--- src/rtl/sys_issue_seq.sv ---
// -----------------------------------------------------------------------------
// sys_issue_seq
//
// Serialising issue sequencer placed directly in front of the system
// functional unit (sys_unit). It takes one decoded system op from issue,
// waits until the rest of the pipeline has drained, fires sys_unit for a
// single cycle, captures its one-cycle-latency result, and hands the result
// to writeback over a valid/ready handshake. Issue stays stalled from the
// moment the op is accepted until the sequencer returns to idle.
//
// Ports
//   i_clk, i_rst_n        clock, synchronous active-low reset
//   i_valid / o_ready     op handshake from issue
//   i_op, i_src1, i_src2  decoded system op and its operands
//   i_rd                  destination register index
//   i_pipe_empty          no other instruction in flight
//   i_flush               pipeline flush, abandons the held op
//   o_stall               hold the issue stage
//   o_sys_enabled         one-cycle fire strobe to sys_unit
//   o_sys_op/src1/src2    latched op and operands to sys_unit
//   i_sys_dest            sys_unit result, valid the cycle after the fire
//   o_wb_valid / i_wb_ready  writeback handshake
//   o_wb_rd, o_wb_data    writeback register index and data
//   o_timeout             drain has lasted DRAIN_TIMEOUT cycles (level)
// -----------------------------------------------------------------------------

`ifndef DATA_WIDTH
`define DATA_WIDTH 32
`endif

`ifndef DECODED_ALU_OP_T_DEFINED
`define DECODED_ALU_OP_T_DEFINED
typedef enum logic [3:0] {
    ALU_NOP    = 4'd0,
    ALU_CSRRW  = 4'd1,
    ALU_CSRRS  = 4'd2,
    ALU_CSRRC  = 4'd3,
    ALU_ECALL  = 4'd4,
    ALU_EBREAK = 4'd5,
    ALU_MRET   = 4'd6,
    ALU_WFI    = 4'd7,
    ALU_FENCE  = 4'd8
} decoded_alu_op_t;
`endif

// state    | meaning
// ---------+-----------------------------------------------------------------
// S_IDLE   | no op held, ready to accept from issue
// S_DRAIN  | op held, waiting for the rest of the pipeline to empty
// S_ISSUE  | o_sys_enabled high for this single cycle
// S_CAPTURE| sys_unit result present on i_sys_dest, latched at end of cycle
// S_WB     | result offered to writeback until i_wb_ready
module sys_issue_seq #(
    parameter int DATA_WIDTH    = `DATA_WIDTH,
    parameter int REG_IDX_WIDTH = 5,
    parameter int DRAIN_TIMEOUT = 255
) (
    input  logic                     i_clk,
    input  logic                     i_rst_n,

    input  logic                     i_valid,
    output logic                     o_ready,
    input  decoded_alu_op_t          i_op,
    input  logic [DATA_WIDTH-1:0]    i_src1,
    input  logic [DATA_WIDTH-1:0]    i_src2,
    input  logic [REG_IDX_WIDTH-1:0] i_rd,

    input  logic                     i_pipe_empty,
    input  logic                     i_flush,
    output logic                     o_stall,

    output logic                     o_sys_enabled,
    output decoded_alu_op_t          o_sys_op,
    output logic [DATA_WIDTH-1:0]    o_sys_src1,
    output logic [DATA_WIDTH-1:0]    o_sys_src2,
    input  logic [DATA_WIDTH-1:0]    i_sys_dest,

    output logic                     o_wb_valid,
    input  logic                     i_wb_ready,
    output logic [REG_IDX_WIDTH-1:0] o_wb_rd,
    output logic [DATA_WIDTH-1:0]    o_wb_data,

    output logic                     o_timeout
);

    // A zero timeout would make $clog2 yield a zero-width counter.
    localparam int CNT_WIDTH = (DRAIN_TIMEOUT > 0) ? $clog2(DRAIN_TIMEOUT + 1) : 1;
    localparam logic [CNT_WIDTH-1:0] CNT_MAX = CNT_WIDTH'(DRAIN_TIMEOUT);
    localparam logic [CNT_WIDTH-1:0] CNT_ONE = CNT_WIDTH'(1);

    typedef enum logic [2:0] {
        S_IDLE    = 3'd0,
        S_DRAIN   = 3'd1,
        S_ISSUE   = 3'd2,
        S_CAPTURE = 3'd3,
        S_WB      = 3'd4
    } state_t;

    state_t                   state;

    decoded_alu_op_t          op_q;
    logic [DATA_WIDTH-1:0]    src1_q;
    logic [DATA_WIDTH-1:0]    src2_q;
    logic [REG_IDX_WIDTH-1:0] rd_q;
    logic [DATA_WIDTH-1:0]    result_q;
    logic [CNT_WIDTH-1:0]     drain_cnt;

    // Output flags are registered copies of the state decode, updated in the
    // same branch that moves the state so they can never disagree with it.
    logic                     ready_q;
    logic                     sys_en_q;
    logic                     wb_valid_q;
    logic                     timeout_q;

    logic [CNT_WIDTH-1:0]     drain_cnt_inc;

    assign drain_cnt_inc = drain_cnt + CNT_ONE;

    always_ff @(posedge i_clk) begin
        if (!i_rst_n) begin
            state      <= S_IDLE;
            op_q       <= ALU_NOP;
            src1_q     <= '0;
            src2_q     <= '0;
            rd_q       <= '0;
            result_q   <= '0;
            drain_cnt  <= '0;
            ready_q    <= 1'b1;
            sys_en_q   <= 1'b0;
            wb_valid_q <= 1'b0;
            timeout_q  <= 1'b0;
        end else if (i_flush) begin
            // Held operands stay in place; only the sequence is abandoned,
            // so a result still in flight from sys_unit is simply dropped.
            state      <= S_IDLE;
            ready_q    <= 1'b1;
            sys_en_q   <= 1'b0;
            wb_valid_q <= 1'b0;
            timeout_q  <= 1'b0;
        end else begin
            case (state)
                S_IDLE: begin
                    if (i_valid) begin
                        op_q      <= i_op;
                        src1_q    <= i_src1;
                        src2_q    <= i_src2;
                        rd_q      <= i_rd;
                        drain_cnt <= '0;
                        state     <= S_DRAIN;
                        ready_q   <= 1'b0;
                        timeout_q <= (CNT_MAX == '0);
                    end
                end

                S_DRAIN: begin
                    if (i_pipe_empty) begin
                        state     <= S_ISSUE;
                        sys_en_q  <= 1'b1;
                        timeout_q <= 1'b0;
                    end else if (drain_cnt != CNT_MAX) begin
                        // Saturate at the limit; once there, timeout_q is
                        // already high and simply stays so while we wait.
                        drain_cnt <= drain_cnt_inc;
                        timeout_q <= (drain_cnt_inc == CNT_MAX);
                    end
                end

                S_ISSUE: begin
                    state    <= S_CAPTURE;
                    sys_en_q <= 1'b0;
                end

                S_CAPTURE: begin
                    result_q <= i_sys_dest;
                    // x0 is never written, so skip the writeback handshake.
                    if (rd_q == '0) begin
                        state   <= S_IDLE;
                        ready_q <= 1'b1;
                    end else begin
                        state      <= S_WB;
                        wb_valid_q <= 1'b1;
                    end
                end

                S_WB: begin
                    if (i_wb_ready) begin
                        state      <= S_IDLE;
                        wb_valid_q <= 1'b0;
                        ready_q    <= 1'b1;
                    end
                end

                default: begin
                    state      <= S_IDLE;
                    ready_q    <= 1'b1;
                    sys_en_q   <= 1'b0;
                    wb_valid_q <= 1'b0;
                    timeout_q  <= 1'b0;
                end
            endcase
        end
    end

    assign o_ready       = ready_q;
    // Stall is asserted in the accept cycle itself so issue does not advance
    // past the op being handed over.
    assign o_stall       = ~ready_q | i_valid;

    assign o_sys_enabled = sys_en_q;
    assign o_sys_op      = op_q;
    assign o_sys_src1    = src1_q;
    assign o_sys_src2    = src2_q;

    assign o_wb_valid    = wb_valid_q;
    assign o_wb_rd       = rd_q;
    assign o_wb_data     = result_q;

    assign o_timeout     = timeout_q;

endmodule
--- config.mk ---
export PLATFORM = sky130hd
export DESIGN_NAME = sys_issue_seq
export DESIGN_NICKNAME = d
export VERILOG_FILES = /design/src/rtl/sys_issue_seq.sv
export SDC_FILE = /design/constraint.sdc
export NUM_CORES = 1
export LEC_CHECK = 0
export CAP_MARGIN = 25
export CORE_ASPECT_RATIO = 0.6
export CORE_MARGIN = 1.5
export CORE_UTILIZATION = 35
export CTS_BUF_LIST = sky130_fd_sc_hd__clkbuf_4 sky130_fd_sc_hd__clkbuf_8 sky130_fd_sc_hd__clkbuf_16
export DETAILED_ROUTE_END_ITERATION = 8
export GPL_TIMING_DRIVEN = 1
export PLACE_DENSITY_LB_ADDON = 0.2
export REMOVE_ABC_BUFFERS = 1
export SETUP_SLACK_MARGIN = 0.02
export SLEW_MARGIN = 20
export SYNTH_ARGS = -nofsm -noshare
export SYNTH_HDL_FRONTEND = slang
export SYNTH_SLANG_ARGS = --single-unit
--- constraint.sdc ---
create_clock -name i_clk -period 1.8 [get_ports i_clk]
set_clock_uncertainty 0.05 [all_clocks]
set_input_delay 0.36 -clock i_clk [delete_from_list [all_inputs] [get_ports i_clk]]
set_output_delay 0.36 -clock i_clk [all_outputs]
set_load 0.02 [all_outputs]
==> summary.md, run 1 <==
| Metric | Value |
|---|---|
| Critical-path top delay cell | clkdlybuf4s50_1 |
| Crit-path max FO | 2 |
| Worst slew pin tran | 0.4297 ns |
| YS warnings | 0 |
| Average instance area after synthesis | 8.391 um^2 |
| Vias in the first global route | 4599 |
| Sink Count | 120 |
| Final WL | 14230 um |
| Max Transition Viols Final | 0 |
| H-Tree Depth | 4 |
| Startpoint Class | register |
| Clk_lat worst skew | 0.40 ns |
| Crit path to | o_sys_src1[7] |
| Outcome | finished, violations left |
| Asr flop ratio synth | 0 |
| Largest net degree at the start of global routing | 90 |
| HPWL Detailed | 10140 um |
| Core ar. | 13010 um^2 |
| # IOs | 221 |
| Clock root cell | clkbuf_16 |
| First-pass GRT wire length | 22630 um |
| Critical Path, Cell by Cell | clkdlybuf4s50_1 |
| Post-route minimum period | 1.745 ns |
| Hold crit path type | reg -> reg |
| Seq/Total Area, Yosys | 0.5067 |
| Chip width | 153.3 um |
| Critical path class | reg -> out |
| Most frequent cell after synthesis | nand2_1 |
| Largest delay contributor family on the critical path | buffers and inverters |
| Synth cell types | 43 |
| Worst R2R Start | drain_cnt[0] |
| Synth top area share | 0.5067 |
| Min Hold Slack | 0.3961 ns |
| Worst reg-to-reg setup slack | 0.13 ns |
| DR DRC count | 16 |
| Highest clock rate | 572.9 MHz |
| Fin crit share | 0.9697 |
| Synth area leader | dfxtp_1 |
| Clock buffer depth | 2 |
| Antenna-violating nets left | 0 |
| Drt first pass iters | 7 |
| Worst-path clk slew | 0.05 ns |
| Prevailing post-synth register cell | dfxtp_1 |
| Layout area overhead | 68.38% |
| Post-CTS Hold Fix Bufs | 0 |
| Worst setup startpoint | o_sys_src1[7] |
| Synth Register Bits | 120 |
| Pwr dens | 892.1 nW/um^2 |
| FP Rows | 32 |
| Reg2reg path depth | 5 |
| DIE HEIGHT | 93.15 um |
| Vias per inst | 4.760 |
| Hold Violations, Final | 0 |
| Crit path depth | 1 |
| Critical Path AT | 1.34 ns |
| Largest cells by area after synthesis | dfxtp_1, nand2_1, a21boi_0, a21boi_1, clkbuf_1 |
| Share of post-route cells with drive strength above 1 | 0.07980 |
| Failing checks | design-rule violations |
| Slowest stage delay, CP | 0.62 ns |
| Post-Syn Instances | 565 |
| WP buf/inv | 1 |
| CTS tree | done |
| Overflow after GRT | 0 |
| Crit. End Element | primary output |
| DR vias | 4631 |
| Max Cap Violations | 0 |
| Initial antenna violation count | 1 |
| Peak supply drop | 826.9 uV |
| Starting density of the core | 0.3643 |
| Die area | 14280 um^2 |
| Fill count | 1127 |
| PortBufs | 220 |
| DRT iter0 DRCs | 193 |
| Req. time, crit path | 1.39 ns |
| GPL Wtd Cong | 0.8542 |
| Final setup vio count | 0 |
| Max_slew headroom | 0.7118 |
| DR WL/cell | 14.62 um |
| Util after Layout | 0.6135 |
| Nets@finish | 903 |
| Mapped Area | 4741 um^2 |
| Post-synth top cells | nand2_1, dfxtp_1, a21boi_0 |
| EDFF count, synth | 0 |
| Static leakage | 4.143 nW |
| Number of buffers created by CTS | 17 |
| R2r endpoint | drain_cnt[7] |
| Gr usage total | 0.2000 |
cell families (layout without fill, tap and decap cells):
group                      count (synthesis)  count (layout)  synth area share
and+or+nand+nor                          268             268            0.2357
AOI/OAI and AO/OA                        131             131            0.2051
DFF                                      120             120            0.5067
buffers and inverters                     41             278           0.04143
adders and majority gates                  2               2          0.005278
xor gates and xnor gates                   2               2          0.003696
muxes                                      1               1          0.002111
other                                      0               1                 0
worst min-delay path by stage:
stage / start / to / slack [ns] / cells past startpoint
2_1_floorplan: i_flush / o_ready / 0.44 / 2
3_3_place_gp: o_sys_src2[18] / o_sys_src2[18] / 0.39 / 2
3_5_place_dp: o_sys_src1[22] / o_sys_src1[22] / 0.39 / 2
4_1_cts: i_rst_n / o_sys_op[2] / 0.40 / 3
5_1_grt: i_rst_n / o_sys_op[2] / 0.40 / 3
6_report: o_sys_src1[22] / o_sys_src1[22] / 0.40 / 2
routing by layer:
| layer | wire length (um) | vias to the layer above | track usage |
|---|---|---|---|
| met2 | 6674 | 140 | 0.3212 |
| met1 | 6145 | 2169 | 0.2388 |
| li1 | - | 2314 | - |
| met4 | 83 | 0 | 0.06618 |
| met3 | 1326 | 8 | 0.09036 |
| met5 | 0 | - | 0 |
state kept, by name (all words and copies together) (netlist names):
register / count
o_wb_data: 32
drain_cnt: 8
o_sys_enabled: 1
o_wb_rd: 5
o_sys_src2: 32
o_ready: 1
o_wb_valid: 1
o_sys_src1: 32
o_timeout: 1
state: 3
o_sys_op: 4
layout make-up:
cell class	instances	area [um^2]	area share
inverters	4	15.01	0.001881
diodes	1	2.502	0.0003135
clock buffers	18	432.9	0.05423
well taps	170	212.7	0.02665
clock inverters	13	180.2	0.02257
repair buffers	243	2581	0.3234
flip-flops and latches	120	2404	0.3011
multi-input cells	404	2155	0.2699
cells in the final DEF (no fill, tap or decap), types with 4 or more instances in the layout:
master | synthesis | routed
o21ai_0 | 4 | 4
dlymetal6s2s_1 | 0 | 67
a21oi_1 | 4 | 4
dfxtp_1 | 120 | 119
buf_12 | 0 | 7
dlygate4sd2_1 | 0 | 35
inv_1 | 4 | 4
nand2b_1 | 4 | 4
clkinv_2 | 0 | 4
clkbuf_16 | 0 | 17
nand3_1 | 5 | 4
bufinv_16 | 0 | 4
nand2_1 | 226 | 226
o22a_1 | 6 | 6
a21boi_0 | 57 | 57
nor2_1 | 9 | 9
a21boi_1 | 48 | 48
buf_4 | 5 | 16
clkdlybuf4s50_1 | 0 | 117
nor3_1 | 5 | 5
timing repair:
item	CTS	global route
pin swaps	0	1
endpoints found under the hold margin	0	0
setup buffers	0	1
setup endpoints to repair	35	108
gates resized for setup	35	69
power by group:
| part | internal (mW) | total [mW] | leakage [nW] | switching, mW |
|---|---|---|---|---|
| clock network | 2.32 | 3.50 | 0.295 | 1.19 |
| registers | 2.74 | 2.79 | 0.975 | 0.0451 |
| logic | 0.453 | 0.828 | 2.87 | 0.375 |
stage by stage:
step / TNS (ns) / setup WS [ns] / instances / area [um^2] / power (mW)
6_report: 0 / 0.05452 / 973 / 7983 / 7.121
5_1_grt: -0.01412 / -0.01412 / 972 / 7980 / 7.407
4_1_cts: 0 / 0.02033 / 971 / 7797 / 7.216
3_5_place_dp: -3.756 / -0.2294 / 940 / 7228 / 3.709
3_3_place_gp: -2.111 / -0.1410 / 940 / 7228 / 3.693
2_1_floorplan: -51.69 / -0.7379 / 528 / 4559 / 3.153
worst reg2reg max path, stage by stage, from the launching register on:
cell     delay [ns]
dfxtp_1        0.33
ha_1           0.19
nand3_1        0.17
o211a_1        0.32
nor3b_4        0.37
o22a_1         0.18
Power figures use the tool's default switching activity.
==> run 2, diff against run 1 <==
--- a/config.mk
+++ b/config.mk
@@ -12,7 +12,7 @@
 export CTS_BUF_LIST = sky130_fd_sc_hd__clkbuf_4 sky130_fd_sc_hd__clkbuf_8 sky130_fd_sc_hd__clkbuf_16
 export DETAILED_ROUTE_END_ITERATION = 8
 export GPL_TIMING_DRIVEN = 1
-export PLACE_DENSITY_LB_ADDON = 0.2
+export PLACE_DENSITY_LB_ADDON = 0.15
 export REMOVE_ABC_BUFFERS = 1
 export SETUP_SLACK_MARGIN = 0.02
 export SLEW_MARGIN = 20
==> summary.md, run 2 (synthesized netlist as in run 1, its figures left out) <==
| Metric | Value |
|---|---|
| Outcome | finished, violations left |
| Failing checks | design-rule violations |
| Psw | 1.630 mW (+1.4%) |
| Crit-path max FO | 2 (unchanged) |
| Pwr dens | 905.1 nW/um^2 (+1.5%) |
| Number of buffers created by CTS | 17 (unchanged) |
| Sink Count | 120 (unchanged) |
| # IOs | 221 (unchanged) |
| Combinational fraction of design power | 0.114 (-0.002) |
| Vias in the first global route | 4608 (+0.20%) |
| DIE HEIGHT | 93.15 um (unchanged) |
| Static leakage | 3.973 nW (-4.1%) |
| Max_slew headroom | 0.6409 (-0.07094) |
| Gr usage total | 0.2042 (+0.004258) |
| Worst-path clk slew | 0.06 ns (about the same) |
| Critical Path, Cell by Cell | clkdlybuf4s50_1 |
| Peak supply drop | 639.0 uV (-23%) |
| Largest net degree at the start of global routing | 65 (-28%) |
| Place WS | -0.2285 ns (+0.0008230 ns) |
| Critical-path top delay cell | clkdlybuf4s50_1 |
| H-Tree Depth | 4 (unchanged) |
| HPWL Detailed | 10210 um (+0.68%) |
| Drt first pass iters | 7 (unchanged) |
| GPL Wtd Cong | 0.8728 (+2.2%) |
| Final WL | 14430 um (+1.4%) |
| Req. time, crit path | 1.39 ns (about the same) |
| Fill count | 1125 (-0.18%) |
| PortBufs | 220 (unchanged) |
| Layout area overhead | 67.96% |
| Die area | 14280 um^2 (unchanged) |
| Most frequent cells in the layout | nand2_1, clkdlybuf4s50_1, dfxtp_1, a21boi_0, dlymetal6s2s_1 |
| Clk_lat worst skew | 0.40 ns (about the same) |
| DR vias | 4618 (-0.28%) |
| CTS tree | done |
| WP buf/inv | 1 (unchanged) |
| Antenna-violating nets left | 0 (unchanged) |
| DR DRC count | 7 (-9) |
| Nets@finish | 906 (+0.33%) |
| Final worst setup slack | 0.05834 ns (+0.003826 ns) |
| Max Transition Viols Final | 0 (unchanged) |
| Sw frac | 0.2262 (+0.0003331) |
| Starting density of the core | 0.3643 (unchanged) |
| Initial antenna violation count | 0 (-1) |
| Diodes inserted | 0 (-1) |
| Hold Violations, Final | 0 (unchanged) |
| Cell Int Power | 5.577 mW (+1.2%) |
| Critical path class | reg -> out |
| Reg power frac | 0.388 (-0.004) |
| Startpoint Class | register |
| Clock buffer depth | 2 (unchanged) |
| Share of post-route cells with drive strength above 1 | 0.08561 (+0.005807) |
| Clock root cell | clkbuf_16 |
| First-pass GRT wire length | 23130 um (+2.2%) |
| Pwr Total | 7.207 mW (+1.2%) |
| Highest clock rate | 574.2 MHz (+0.22%) |
| Final setup vio count | 0 (unchanged) |
| Overflow after GRT | 0 (unchanged) |
| Max Cap Violations | 0 (unchanged) |
| FP Rows | 32 (unchanged) |
| Vias per inst | 4.732 (-0.59%) |
| Post-CTS Hold Fix Bufs | 0 (unchanged) |
| Largest delay contributor family on the critical path | buffers and inverters |
| Core ar. | 13010 um^2 (unchanged) |
| Worst slew pin tran | 0.5387 ns (+0.1090 ns) |
| Fin crit share | 0.9676 (-0.002125) |
| Clock Power Share | 0.499 (+0.007) |
| DRT iter0 DRCs | 176 (-8.8%) |
| Hold crit path type | in -> reg |
| Most common cell after layout, fill and taps aside | nand2_1 |
| Worst reg-to-reg setup slack | 0.20 ns (+0.07 ns) |
| Critical Path AT | 1.33 ns (about the same) |
| Post-route minimum period | 1.742 ns (-0.003826 ns) |
| Chip width | 153.3 um (unchanged) |
| DR WL/cell | 14.79 um (+1.1%) |
| Slowest stage delay, CP | 0.61 ns (about the same) |
| RSZ-0062 raised after global routing | no |
| Crit. End Element | primary output |
## run 2: changes by cell type in the layout (fill, tap and decap cells not counted), moves of 2 or more
cell             previous run  this run
buf_12                      7         5
dfxtp_1                   119       117
buf_4                      16        21
dfxtp_2                     1         3
dlymetal6s2s_1             67        56
clkdlybuf4s50_1           117       125
dlygate4sd2_1              35        38
## run 2: per-layer routing
layer | vias up | GRT usage | wire (um)
met5 | - | 0 | 0
met4 | 0 | 0.04984 | 95
met3 | 11 | 0.09361 | 1431
met2 | 144 | 0.3500 | 6987
met1 | 2145 | 0.2326 | 5918
li1 | 2318 | - | -
## run 2: power groups by stage
stage                     clock network [mW]  logic, mW  registers (mW)
final                                   3.59      0.819            2.79
after global routing                    3.80      0.886            2.81
after floorplan                            0      0.204            2.95
after global placement                     0      0.842            2.85
after CTS                               3.68      0.832            2.80
after detailed placement                   0      0.850            2.85
## run 2: stage by stage
step	hold WS (ns)	utilization	TNS (ns)	instances	area, um^2
finish	0.3904	0.6119	0	976	7963
global route	0.3988	0.6119	0	976	7963
CTS	0.3845	0.6000	0	975	7807
detailed placement	0.3956	0.5553	-5.632	943	7226
global placement	0.3897	0.5553	-3.714	943	7226
floorplan	0.4406	-	-51.69	528	4559
## run 2: final cells by class
class / instances / area (um^2) / share of cell area
well taps: 170 / 212.7 / 0.02671
clock buffers: 20 / 454.2 / 0.05704
flip-flops and latches: 120 / 2406 / 0.3022
inverters: 4 / 15.01 / 0.001886
multi-input cells: 404 / 2152 / 0.2703
clock inverters: 12 / 175.2 / 0.02200
repair buffers: 246 / 2547 / 0.3199
## run 2: worst paths after layout
check                                     from              to  depth (start not counted)
worst min-delay path                   i_rst_n      o_wb_rd[0]                          3
worst max register to register        state[2]    drain_cnt[7]                          5
worst max-delay path             o_wb_data[25]   o_wb_data[25]                          1
worst min register to register  o_sys_src2[17]  o_sys_src2[17]                          2
## run 2: timing repair
item	in CTS	in global routing
pin swaps	0	2
setup endpoints to repair	38	123
setup buffers	0	1
gates resized for setup	38	60
